## src/rtl/pipe_pkg.sv

```systemverilog
// pipe_pkg: shared types and constants for pipeline stage registers.
//   skid_state_t : holding state of a skid-buffered stage
//   OCC_W        : width of the occupancy count
package pipe_pkg;
  localparam int OCC_W = 2;
  typedef enum logic [1:0] {S_EMPTY, S_BUSY, S_FULL} skid_state_t;
endpackage

```

## src/rtl/skid_data_reg.sv

```systemverilog
// skid_data_reg: enable register with async active-low reset and sync clear.
//   clk, reset (async, active-low), i_clr (sync clear to RESET_VAL, wins over i_en),
//   i_en (load i_d), i_d / o_q (WIDTH-bit data)
module skid_data_reg #(
  parameter int WIDTH = 16,
  parameter logic [WIDTH-1:0] RESET_VAL = '0
) (
  input  logic             clk,
  input  logic             reset,
  input  logic             i_clr,
  input  logic             i_en,
  input  logic [WIDTH-1:0] i_d,
  output logic [WIDTH-1:0] o_q
);
  always_ff @(posedge clk or negedge reset)
    if (!reset) o_q <= RESET_VAL;
    else if (i_clr) o_q <= RESET_VAL;
    else if (i_en) o_q <= i_d;
endmodule

```

## src/rtl/pipe_skid_reg.sv

```systemverilog
// pipe_skid_reg: pipeline stage with valid/ready handshake and one-entry skid buffer.
//   clk, reset (async, active-low), flush (sync squash)
//   in_valid/in_ready/in_data   : upstream handshake, in_ready registered
//   out_valid/out_ready/out_data: downstream handshake, out_data from main register
//   occupancy                   : held entries (0..2)
module pipe_skid_reg
  import pipe_pkg::*;
#(
  parameter int WIDTH = 16,
  parameter logic [WIDTH-1:0] RESET_VAL = '0
) (
  input  logic             clk,
  input  logic             reset,
  input  logic             flush,
  input  logic             in_valid,
  output logic             in_ready,
  input  logic [WIDTH-1:0] in_data,
  output logic             out_valid,
  input  logic             out_ready,
  output logic [WIDTH-1:0] out_data,
  output logic [OCC_W-1:0] occupancy
);
  skid_state_t r_state, w_next;
  logic w_in_xfer, w_out_xfer, w_main_en, w_skid_en;
  logic [WIDTH-1:0] w_main_d, w_skid_q;
  assign w_in_xfer  = in_valid & in_ready;
  assign w_out_xfer = out_valid & out_ready;
  always_ff @(posedge clk or negedge reset)
    if (!reset) r_state <= S_EMPTY;
    else r_state <= w_next;
  always_comb begin
    w_next = r_state;
    if (flush) w_next = S_EMPTY;
    else if (r_state == S_EMPTY) w_next = w_in_xfer ? S_BUSY : S_EMPTY;
    else if (r_state == S_BUSY) w_next = (w_in_xfer && !w_out_xfer) ? S_FULL :
                                         (!w_in_xfer && w_out_xfer) ? S_EMPTY : S_BUSY;
    else w_next = out_ready ? S_BUSY : S_FULL;
  end
  always_comb begin
    out_valid = r_state != S_EMPTY;
    in_ready  = r_state != S_FULL;
    occupancy = r_state == S_FULL ? OCC_W'(2) : r_state == S_BUSY ? OCC_W'(1) : '0;
  end
  // Skid only loads when a word arrives while the main entry is stuck;
  // draining always refills main from skid so order is preserved.
  always_comb begin
    w_skid_en = r_state == S_BUSY && w_in_xfer && !w_out_xfer;
    w_main_en = (r_state == S_EMPTY && w_in_xfer) ||
                (r_state == S_BUSY && w_in_xfer && w_out_xfer) ||
                (r_state == S_FULL && out_ready);
    w_main_d  = r_state == S_FULL ? w_skid_q : in_data;
  end
  skid_data_reg #(.WIDTH(WIDTH), .RESET_VAL(RESET_VAL)) u_main (
    .clk(clk), .reset(reset), .i_clr(flush), .i_en(w_main_en), .i_d(w_main_d), .o_q(out_data)
  );
  skid_data_reg #(.WIDTH(WIDTH), .RESET_VAL(RESET_VAL)) u_skid (
    .clk(clk), .reset(reset), .i_clr(flush), .i_en(w_skid_en), .i_d(in_data), .o_q(w_skid_q)
  );
endmodule

```

## config.mk

```make
export PLATFORM = sky130hd
export DESIGN_NAME = pipe_skid_reg
export DESIGN_NICKNAME = d
export VERILOG_FILES = /design/src/rtl/pipe_pkg.sv /design/src/rtl/skid_data_reg.sv /design/src/rtl/pipe_skid_reg.sv
export SDC_FILE = /design/constraint.sdc
export NUM_CORES = 1
export LEC_CHECK = 0
export CAP_MARGIN = 20
export CORE_ASPECT_RATIO = 2
export CORE_MARGIN = 2
export CORE_UTILIZATION = 53
export DETAILED_ROUTE_END_ITERATION = 12
export GPL_ROUTABILITY_DRIVEN = 1
export PLACE_DENSITY = 0.85
export SKIP_LAST_GASP = 1
export SYNTH_ARGS = -nofsm -noshare
export SYNTH_HDL_FRONTEND = slang
export SYNTH_HIERARCHICAL = 1
export SYNTH_SLANG_ARGS = --single-unit
```

## constraint.sdc

```tcl
create_clock -name clk -period 2.12 [get_ports clk]
set_input_delay 0.53 -clock clk [delete_from_list [all_inputs] [get_ports clk]]
set_output_delay 0.53 -clock clk [all_outputs]
set_load 0.02 [all_outputs]
```

==> results of run 1 <==
-- through the flow --
stage          hold slack (ns)  worst slack (ns)
3_3_place_gp             0.499             0.176
6_report                 0.518             0.226
3_5_place_dp             0.507             0.127
5_1_grt                  0.554             0.169
4_1_cts                  0.525           0.00649
2_1_floorplan            0.234             0.559
-- routing by layer --
| layer | share of wire | track usage |
|---|---|---|
| met5 | 0 | 0 |
| met4 | 0.021 | 0.0909 |
| met3 | 0.038 | 0.0409 |
| met2 | 0.56 | 0.348 |
| met1 | 0.38 | 0.219 |
-- registers in the layout, indices dropped and copies added, names as in the netlist --
signal / count
u_skid/o_q: 16
r_state: 2
u_main/o_q: 16
-- area by class of cell --
type | count | area, µm²
Timing Repair Buffer | 46 | 473
Sequential cell | 34 | 851
Clock buffer | 6 | 82.6
Multi-Input combinational cell | 92 | 746
Tap cell | 31 | 38.8
Clock inverter | 2 | 12.5
Fill cell | 248 | 907
Inverter | 2 | 10.0
-- cell families after synthesis --
family | after synthesis | share of synthesized area
compound gates | 4 | 0.0154
buf+inv | 11 | 0.0645
flops | 34 | 0.499
mux | 48 | 0.313
simple gates | 40 | 0.109
-- power by group --
part	internal, mW	total, mW	switching [mW]
registers	0.679	0.698	0.0187
logic	0.153	0.281	0.129
clock network	0.261	0.486	0.226
-- cell usage in the layout (no fill, tap or decap), types with 2 or more instances in the layout --
cell type	instances
clkdlybuf4s50_1	36
dfrtp_1	34
mux2i_1	32
nor2_1	32
mux2_4	9
mux2_2	7
clkbuf_8	6
buf_4	4
dlygate4sd2_1	2
dlymetal6s2s_1	2
buf_12	2
-- worst min path at each step --
stage,cells after the start,from,endpoint,slack (ns)
finish,2,u_main/o_q[9]$_DFFE_PN0P_,u_main/o_q[9]$_DFFE_PN0P_,0.52
global route,2,u_main/o_q[15]$_DFFE_PN0P_,u_main/o_q[15]$_DFFE_PN0P_,0.55
CTS,2,u_main/o_q[9]$_DFFE_PN0P_,u_main/o_q[9]$_DFFE_PN0P_,0.53
detailed placement,2,u_main/o_q[9]$_DFFE_PN0P_,u_main/o_q[9]$_DFFE_PN0P_,0.51
global placement,2,u_skid/o_q[13]$_DFFE_PN0P_,u_skid/o_q[13]$_DFFE_PN0P_,0.50
floorplan,0,reset,r_state[0]$_DFF_PN0_,0.23
-- what timing repair did --
item | in CTS | in global routing
buffers inserted | 0 | 0
endpoints found under the setup margin | 2 | 2
endpoints found under the hold margin | 0 | 0
gates resized for setup | 2 | 2
-- critical path, delay by kind of cell (launching register included) --
family / cells / cell delay [ns]
flops: 1 / 0.44
buf+inv: 2 / 0.35
simple gates: 1 / 0.30
==> qor.csv, run 1 <==
metric;value;unit
status;completed;
Placement Cell Area;2120;µm²
Synth Net Count;158;
Peak VDD IR;0.629;mV
Worst-Margin Slew;0.412;ns
IO Pins;41;
dpl cells;205;
Max Buffers Root-to-Sink;2;
nets;202;
core footprint;3120;µm²
clk sink count;34;
hpwl dp;2.29;mm
worst reg2reg startpoint;r_state[0]$_DFF_PN0_;
WL/cell;15.5;µm
die area;3720;µm²
Hold Buf Count CTS;0;
Yosys reg bits;34;
DR vias;1163;
Synth cell types;23;
skew final;0.00655;ns
commonest cells in the netlist;dfrtp_1, mux2i_1, nor2_1;
vias in the first global route;1223;
Initial Util;0.547;
Crit Reg-Reg Endpoint;u_main/o_q[13]$_DFFE_PN0P_;
final setup fails;0;
final std cells w/o fill;213;
Util after Layout;0.709;
Reg2Reg Depth;6;
Synth area leader;dfrtp_1;
Post-Syn Area;1710;µm²
initial antenna violation count;0;
largest net degree at the start of global routing;35;
Critical path origin;r_state[0]$_DFF_PN0_;
post-DR vias/cell;5.46;
setup repair after global routing missed its margin;no;
CP Class;reg -> out;
Avg Inst Size Synth;12.5;µm²
Syn Inst Count;137;
clk slew on worst S/H paths;0.07;ns
arrival time worst endpoint;1.36;ns
diode count;0;
DR pass1 iterations;4;
clk root buf;clkbuf_8;
floorplan row count;29;
grt ovf;0;
share of cells above drive strength 1;0.192;
CTS H-tree depth;2;
first-pass GRT wire length;5.51;mm
CP Capture Type;primary output;
crit path launch type;flip-flop;
final worst-path cycle share;0.893;
CTS tree;yes;
minimum clock period;1.89;ns
synth warn;6;
critical path required time;1.59;ns
number of synthesized flops with an enable pin;0;
dominant cell by count in the synthesized netlist;dfrtp_1;
Critical Path Sink;in_ready;
Area growth syn-to-layout;29.7;%
DR iter-0 viols;30;
overall routing resource usage;0.199;
Slew headroom;0.726;
top_reg_cell synth;dfrtp_1;
Routed Antenna Nets;0;
Max Cap Violations;0;
Synth area leaders;dfrtp_1, mux2i_1, mux2_4;
CP max stage cell;dfrtp_1;
Design Power;1.47;mW
Pwr per Cell Area;662;nW/µm²
CP Cell Sequence;and2b_4 -> inv_4 -> dlygate4sd2_1;
Lkg Pwr;1.05;nW
DR DRC count;0;
Die Span Y;84.3;µm
critical path's largest stage delay;0.44;ns
total CTS buffers;5;
Async SR Flop Fraction;1.00;
Routability Congestion;0.724;
fmax;528;MHz
chip width;44.1;µm
WL final;3.30;mm
setup tns final;0;ns
PortBufs;40;
register area share after synthesis;0.499;
Worst Hold Class;reg -> reg;
FF-to-FF setup slack;0.44;ns
Synth top area share;0.499;
Layout Cell Area excl Fill;2210;µm²
final hold violations;0;
CP Max Fanout;7;
worst skew pair latency;0.28;ns
Slew Viols, Final;0;
(Power assumes the default switching activity.)
==> run 2, diff against run 1 <==
CORE_UTILIZATION = 32   (was 53)
PLACE_DENSITY = unset   (was 0.85)
==> qor.csv, run 2 (synthesis results as in run 1) <==
metric;value;unit;change
final worst-path cycle share;0.901;;was 0.893
Worst-Margin Slew;0.776;ns;was 0.412 ns
overall routing resource usage;0.136;;was 0.199
Worst Hold Class;in -> async;;was reg -> reg
Reg area;851;µm²;unchanged
sequential share of power;0.471;;was 0.476
CP Cell Sequence;and2b_4 -> inv_4 -> dlygate4sd2_1;;unchanged
vias in the first global route;1269;;was 1223
fmax;523;MHz;was 528 MHz
core footprint;5140;µm²;was 3120 µm²
diode count;0;;unchanged
Placement Cell Area;2140;µm²;was 2120 µm²
CP Max Fanout;7;;unchanged
CP Capture Type;primary output;;unchanged
Slew Viols, Final;0;;unchanged
IO Pins;41;;unchanged
crit path launch type;flip-flop;;unchanged
post-DR vias/cell;4.76;;was 5.46
first-pass GRT wire length;6.22;mm;was 5.51 mm
total CTS buffers;5;;unchanged
critical path required time;1.59;ns;about the same
Slew headroom;0.483;;was 0.726
Lkg Pwr;1.02;nW;was 1.05 nW
Reg2Reg Depth;6;;unchanged
nets;201;;was 202
WHS;0.306;ns;was 0.518 ns
final setup fails;0;;unchanged
setup tns final;0;ns;unchanged
critical path's largest stage delay;0.43;ns;was 0.44 ns
arrival time worst endpoint;1.38;ns;was 1.36 ns
Net Sw Power;0.392;mW;was 0.373 mW
largest net degree at the start of global routing;35;;unchanged
skew final;0.00809;ns;was 0.00655 ns
DR pass1 iterations;4;;unchanged
minimum clock period;1.91;ns;was 1.89 ns
commonest non-fill, non-tap cell in the layout;clkdlybuf4s50_1;;unchanged
Routed Antenna Nets;0;;unchanged
Routability Congestion;0.706;;was 0.724
WL/cell;15.2;µm;was 15.5 µm
Die Span Y;107;µm;was 84.3 µm
WL final;3.63;mm;was 3.30 mm
Layout Cell Area excl Fill;2230;µm²;was 2210 µm²
PortBufs;40;;unchanged
Max Cap Violations;0;;unchanged
biggest registers after layout;u_main/o_q x16, u_skid/o_q x16, r_state x2;;unchanged
initial antenna violation count;0;;unchanged
Logic pwr share;0.187;;was 0.192
Design Power;1.48;mW;was 1.47 mW
CP max stage cell;dfrtp_1;;unchanged
chip width;55.6;µm;was 44.1 µm
CTS tree;yes;;unchanged
fillers;498;;was 248
CP Class;reg -> out;;unchanged
share of cells above drive strength 1;0.193;;was 0.192
worst skew pair latency;0.29;ns;was 0.28 ns
Area growth syn-to-layout;30.5;%;was 29.7%
FF-to-FF setup slack;0.41;ns;was 0.44 ns
setup repair after global routing missed its margin;no;;unchanged
DR iter-0 viols;15;;was 30
commonest non-fill, non-tap cells in the layout;clkdlybuf4s50_1, dfrtp_1, mux2i_1, nor2_1, mux2_4;;unchanged
DR vias;1137;;was 1163
Max Buffers Root-to-Sink;2;;unchanged
area occupied by multi-input gates;746;µm²;unchanged
CP Buf/Inv Count;2;;unchanged
grt ovf;0;;unchanged
floorplan row count;37;;was 29
Pwr per Cell Area;665;nW/µm²;was 662 nW/µm²
DR DRC count;0;;unchanged
worst reg2reg startpoint;r_state[1]$_DFF_PN0_;;was r_state[0]$_DFF_PN0_
critical path's top delay family;flip-flops;;unchanged
Cell Int Power;1.09;mW;about the same
clock network fraction of total power;0.341;;was 0.332
hpwl dp;2.47;mm;was 2.29 mm
clk sink count;34;;unchanged
CTS H-tree depth;2;;unchanged
Crit Reg-Reg Endpoint;u_main/o_q[9]$_DFFE_PN0P_;;was u_main/o_q[13]$_DFFE_PN0P_
status;completed;;unchanged
final hold violations;0;;unchanged
clk slew on worst S/H paths;0.07;ns;about the same
clk root buf;clkbuf_8;;unchanged
Peak VDD IR;0.490;mV;was 0.629 mV
Initial Util;0.332;;was 0.547
Sw Share;0.265;;was 0.255
die area;5970;µm²;was 3720 µm²
run 2: cell type report:
cell class,count,share of cell area
clock buffers,6,0.0371
inverters,2,0.00449
multi-input cells,92,0.335
well taps,58,0.0326
repair buffers,45,0.203
flip-flops and latches,34,0.382
clock inverters,2,0.00562
run 2: how the worst max path moves through the flow:
stage	startpoint	depth (start not counted)	endpoint
4_1_cts	r_state[0]$_DFF_PN0_	3	in_ready
3_3_place_gp	out_ready	6	u_main/o_q[11]$_DFFE_PN0P_
6_report	r_state[0]$_DFF_PN0_	3	in_ready
5_1_grt	r_state[0]$_DFF_PN0_	3	in_ready
2_1_floorplan	out_ready	6	u_main/o_q[10]$_DFFE_PN0P_
3_5_place_dp	out_ready	6	u_main/o_q[9]$_DFFE_PN0P_
run 2: stage by stage:
stage | setup slack [ns] | utilization | cells
finish | 0.209 | 0.433 | 239
global route | 0.149 | 0.433 | 239
CTS | 0.195 | 0.433 | 239
detailed placement | 0.118 | 0.416 | 231
global placement | 0.167 | 0.416 | 231
floorplan | 0.559 | - | 137
run 2: power groups by stage:
stage	combinational (mW)	clock [mW]	sequential [mW]
finish	0.278	0.506	0.698
global placement	0.278	0	0.710
detailed placement	0.285	0	0.710
global route	0.302	0.554	0.702
floorplan	0.136	0	0.733
CTS	0.282	0.524	0.698
run 2: timing repair:
| item | in CTS | in global routing |
|---|---|---|
| buffers inserted | 0 | 0 |
| setup endpoints to repair | 4 | 0 |
| hold buffers | 0 | 0 |
| gates resized for setup | 4 | 0 |
run 2: metal layers:
layer | part of all wire | GRT usage | up-vias | routed length (µm)
met5 | 0 | 0 | - | 0
met4 | 0.025 | 0.0679 | 0 | 90
met1 | 0.43 | 0.156 | 545 | 1560
li1 | - | - | 551 | -
met3 | 0.046 | 0.0313 | 5 | 168
met2 | 0.50 | 0.232 | 36 | 1810
==> run 3, diff against run 2 <==
CAP_MARGIN = 0   (was 20)
CORE_MARGIN = 3   (was 2)
GPL_ROUTABILITY_DRIVEN = 0   (was 1)
==> qor.csv, run 3 (synthesis results as in run 1) <==
metric;value;unit;change
status;completed;;unchanged
floorplan row count;37;;unchanged
initial antenna violation count;0;;unchanged
first-pass GRT wire length;6.35;mm;was 6.22 mm
critical path required time;1.59;ns;about the same
DR pass1 iterations;4;;unchanged
Area growth syn-to-layout;31.5;%;was 30.5%
DR vias;1158;;was 1137
hpwl dp;2.52;mm;was 2.47 mm
Die Span Y;109;µm;was 107 µm
Reg2Reg Depth;6;;unchanged
WL/cell;15.7;µm;was 15.2 µm
Net Sw Power;0.384;mW;was 0.392 mW
Final WS setup;0.216;ns;was 0.209 ns
total CTS buffers;5;;unchanged
PortBufs;40;;unchanged
grt ovf;0;;unchanged
IO Pins;41;;unchanged
fillers;508;;was 498
Worst Hold Class;in -> async;;unchanged
core footprint;5140;µm²;unchanged
biggest registers after layout;u_main/o_q x16, u_skid/o_q x16, r_state x2;;unchanged
CP Class;reg -> out;;unchanged
worst skew pair latency;0.28;ns;was 0.29 ns
crit path launch type;flip-flop;;unchanged
Critical path origin;r_state[0]$_DFF_PN0_;;unchanged
final setup fails;0;;unchanged
Logic pwr share;0.176;;was 0.187
arrival time worst endpoint;1.37;ns;was 1.38 ns
setup tns final;0;ns;unchanged
Slew headroom;0.488;;was 0.483
clock network fraction of total power;0.384;;was 0.341
share of cells above drive strength 1;0.189;;was 0.193
minimum clock period;1.90;ns;was 1.91 ns
WL final;3.74;mm;was 3.63 mm
clk slew on worst S/H paths;0.07;ns;about the same
Worst-Margin Slew;0.769;ns;was 0.776 ns
Sw Share;0.242;;was 0.265
vias in the first global route;1299;;was 1269
CP Max Fanout;7;;unchanged
chip width;57.6;µm;was 55.6 µm
Pwr per Cell Area;707;nW/µm²;was 665 nW/µm²
fmax;525;MHz;was 523 MHz
DR iter-0 viols;27;;was 15
nets;201;;unchanged
GRT busiest layer;met2;;unchanged
final hold violations;0;;unchanged
met1 usage;0.158;;was 0.156
largest net degree at the start of global routing;35;;unchanged
overall routing resource usage;0.131;;was 0.136
CTS tree;yes;;unchanged
CTS H-tree depth;2;;unchanged
post-DR vias/cell;4.87;;was 4.76
clk root buf;clkbuf_8;;unchanged
Hold Buf Count CTS;0;;unchanged
Max Cap Violations;0;;unchanged
setup repair after global routing missed its margin;no;;unchanged
worst reg2reg startpoint;r_state[1]$_DFF_PN0_;;unchanged
post-CTS setup buffers;0;;unchanged
Crit Reg-Reg Endpoint;u_main/o_q[15]$_DFFE_PN0P_;;was u_main/o_q[9]$_DFFE_PN0P_
FF-to-FF setup slack;0.42;ns;was 0.41 ns
CP Capture Type;primary output;;unchanged
DR DRC count;0;;unchanged
clk sink count;34;;unchanged
diode count;0;;unchanged
Slew Viols, Final;0;;unchanged
final worst-path cycle share;0.898;;was 0.901
Initial Util;0.332;;unchanged
Cell Int Power;1.20;mW;was 1.09 mW
Routed Antenna Nets;0;;unchanged
die area;6300;µm²;was 5970 µm²
Max Buffers Root-to-Sink;2;;unchanged
met3 usage;0.0308;;was 0.0313
skew final;0.00653;ns;was 0.00809 ns
commonest non-fill, non-tap cell in the layout;clkdlybuf4s50_1;;unchanged
Lkg Pwr;1.03;nW;was 1.02 nW
GR Util met2;0.216;;was 0.232
sequential share of power;0.440;;was 0.471
commonest non-fill, non-tap cells in the layout;clkdlybuf4s50_1, dfrtp_1, mux2i_1, nor2_1, mux2_4;;unchanged
Peak VDD IR;0.563;mV;was 0.490 mV
worst slack, placed;0.110;ns;was 0.118 ns
==> run 3: cell count changes in the layout (fill, tap and decap cells not counted), sizes merged <==
cell and change:
clkinvlp -1, clkinv -1, bufinv +1
==> run 3: metrics by stage <==
step	utilization	total power, mW	hold WS (ns)	std cells	instance area [µm²]
final	0.437	1.59	0.319	238	2240
after global placement	0.416	0.988	0.499	231	2140
after CTS	0.437	1.61	0.345	238	2240
after global routing	0.437	1.65	0.386	238	2240
after floorplan	-	0.870	0.234	137	1710
after detailed placement	0.416	0.995	0.515	231	2140
==> run 3: how the worst max path moves through the flow <==
stage                            endpoint  cells past startpoint  slack [ns]
5_1_grt                          in_ready                      3        0.16
2_1_floorplan  u_main/o_q[10]$_DFFE_PN0P_                      6        0.56
4_1_cts                          in_ready                      3        0.20
3_3_place_gp    u_main/o_q[4]$_DFFE_PN0P_                      6        0.17
3_5_place_dp    u_main/o_q[2]$_DFFE_PN0P_                      6        0.11
6_report                         in_ready                      3        0.22
==> run 3: what timing repair did <==
item	in CTS	in global routing
setup endpoints to repair	4	0
endpoints found under the hold margin	0	0
resized for setup	4	0
==> run 3: final cells by class <==
| type | instances | area [µm²] | share of cell area |
|---|---|---|---|
| Multi-Input combinational cell | 92 | 746 | 0.332 |
| Timing Repair Buffer | 45 | 453 | 0.202 |
| Inverter | 2 | 10.0 | 0.00446 |
| Clock buffer | 6 | 82.6 | 0.0368 |
| Sequential cell | 34 | 851 | 0.379 |
| Tap cell | 58 | 72.6 | 0.0323 |
| Clock inverter | 1 | 30.0 | 0.0134 |
==> run 3: power by group through the flow <==
stage / clock network, mW / logic (mW) / registers [mW]
floorplan: 0 / 0.136 / 0.733
global placement: 0 / 0.278 / 0.710
detailed placement: 0 / 0.285 / 0.710
CTS: 0.625 / 0.283 / 0.699
global route: 0.643 / 0.302 / 0.703
finish: 0.610 / 0.279 / 0.699
==> run 3: routing by layer <==
layer	share of wire	wire, µm
met1	0.43	1600
met2	0.51	1890
met3	0.046	173
met4	0.018	69
met5	0	0
==> run 3: critical path, stage by stage, from the launching register on <==
cell and delay, ns:
dfrtp_1 0.43, and2b_4 0.31, inv_4 0.04, dlygate4sd2_1 0.31
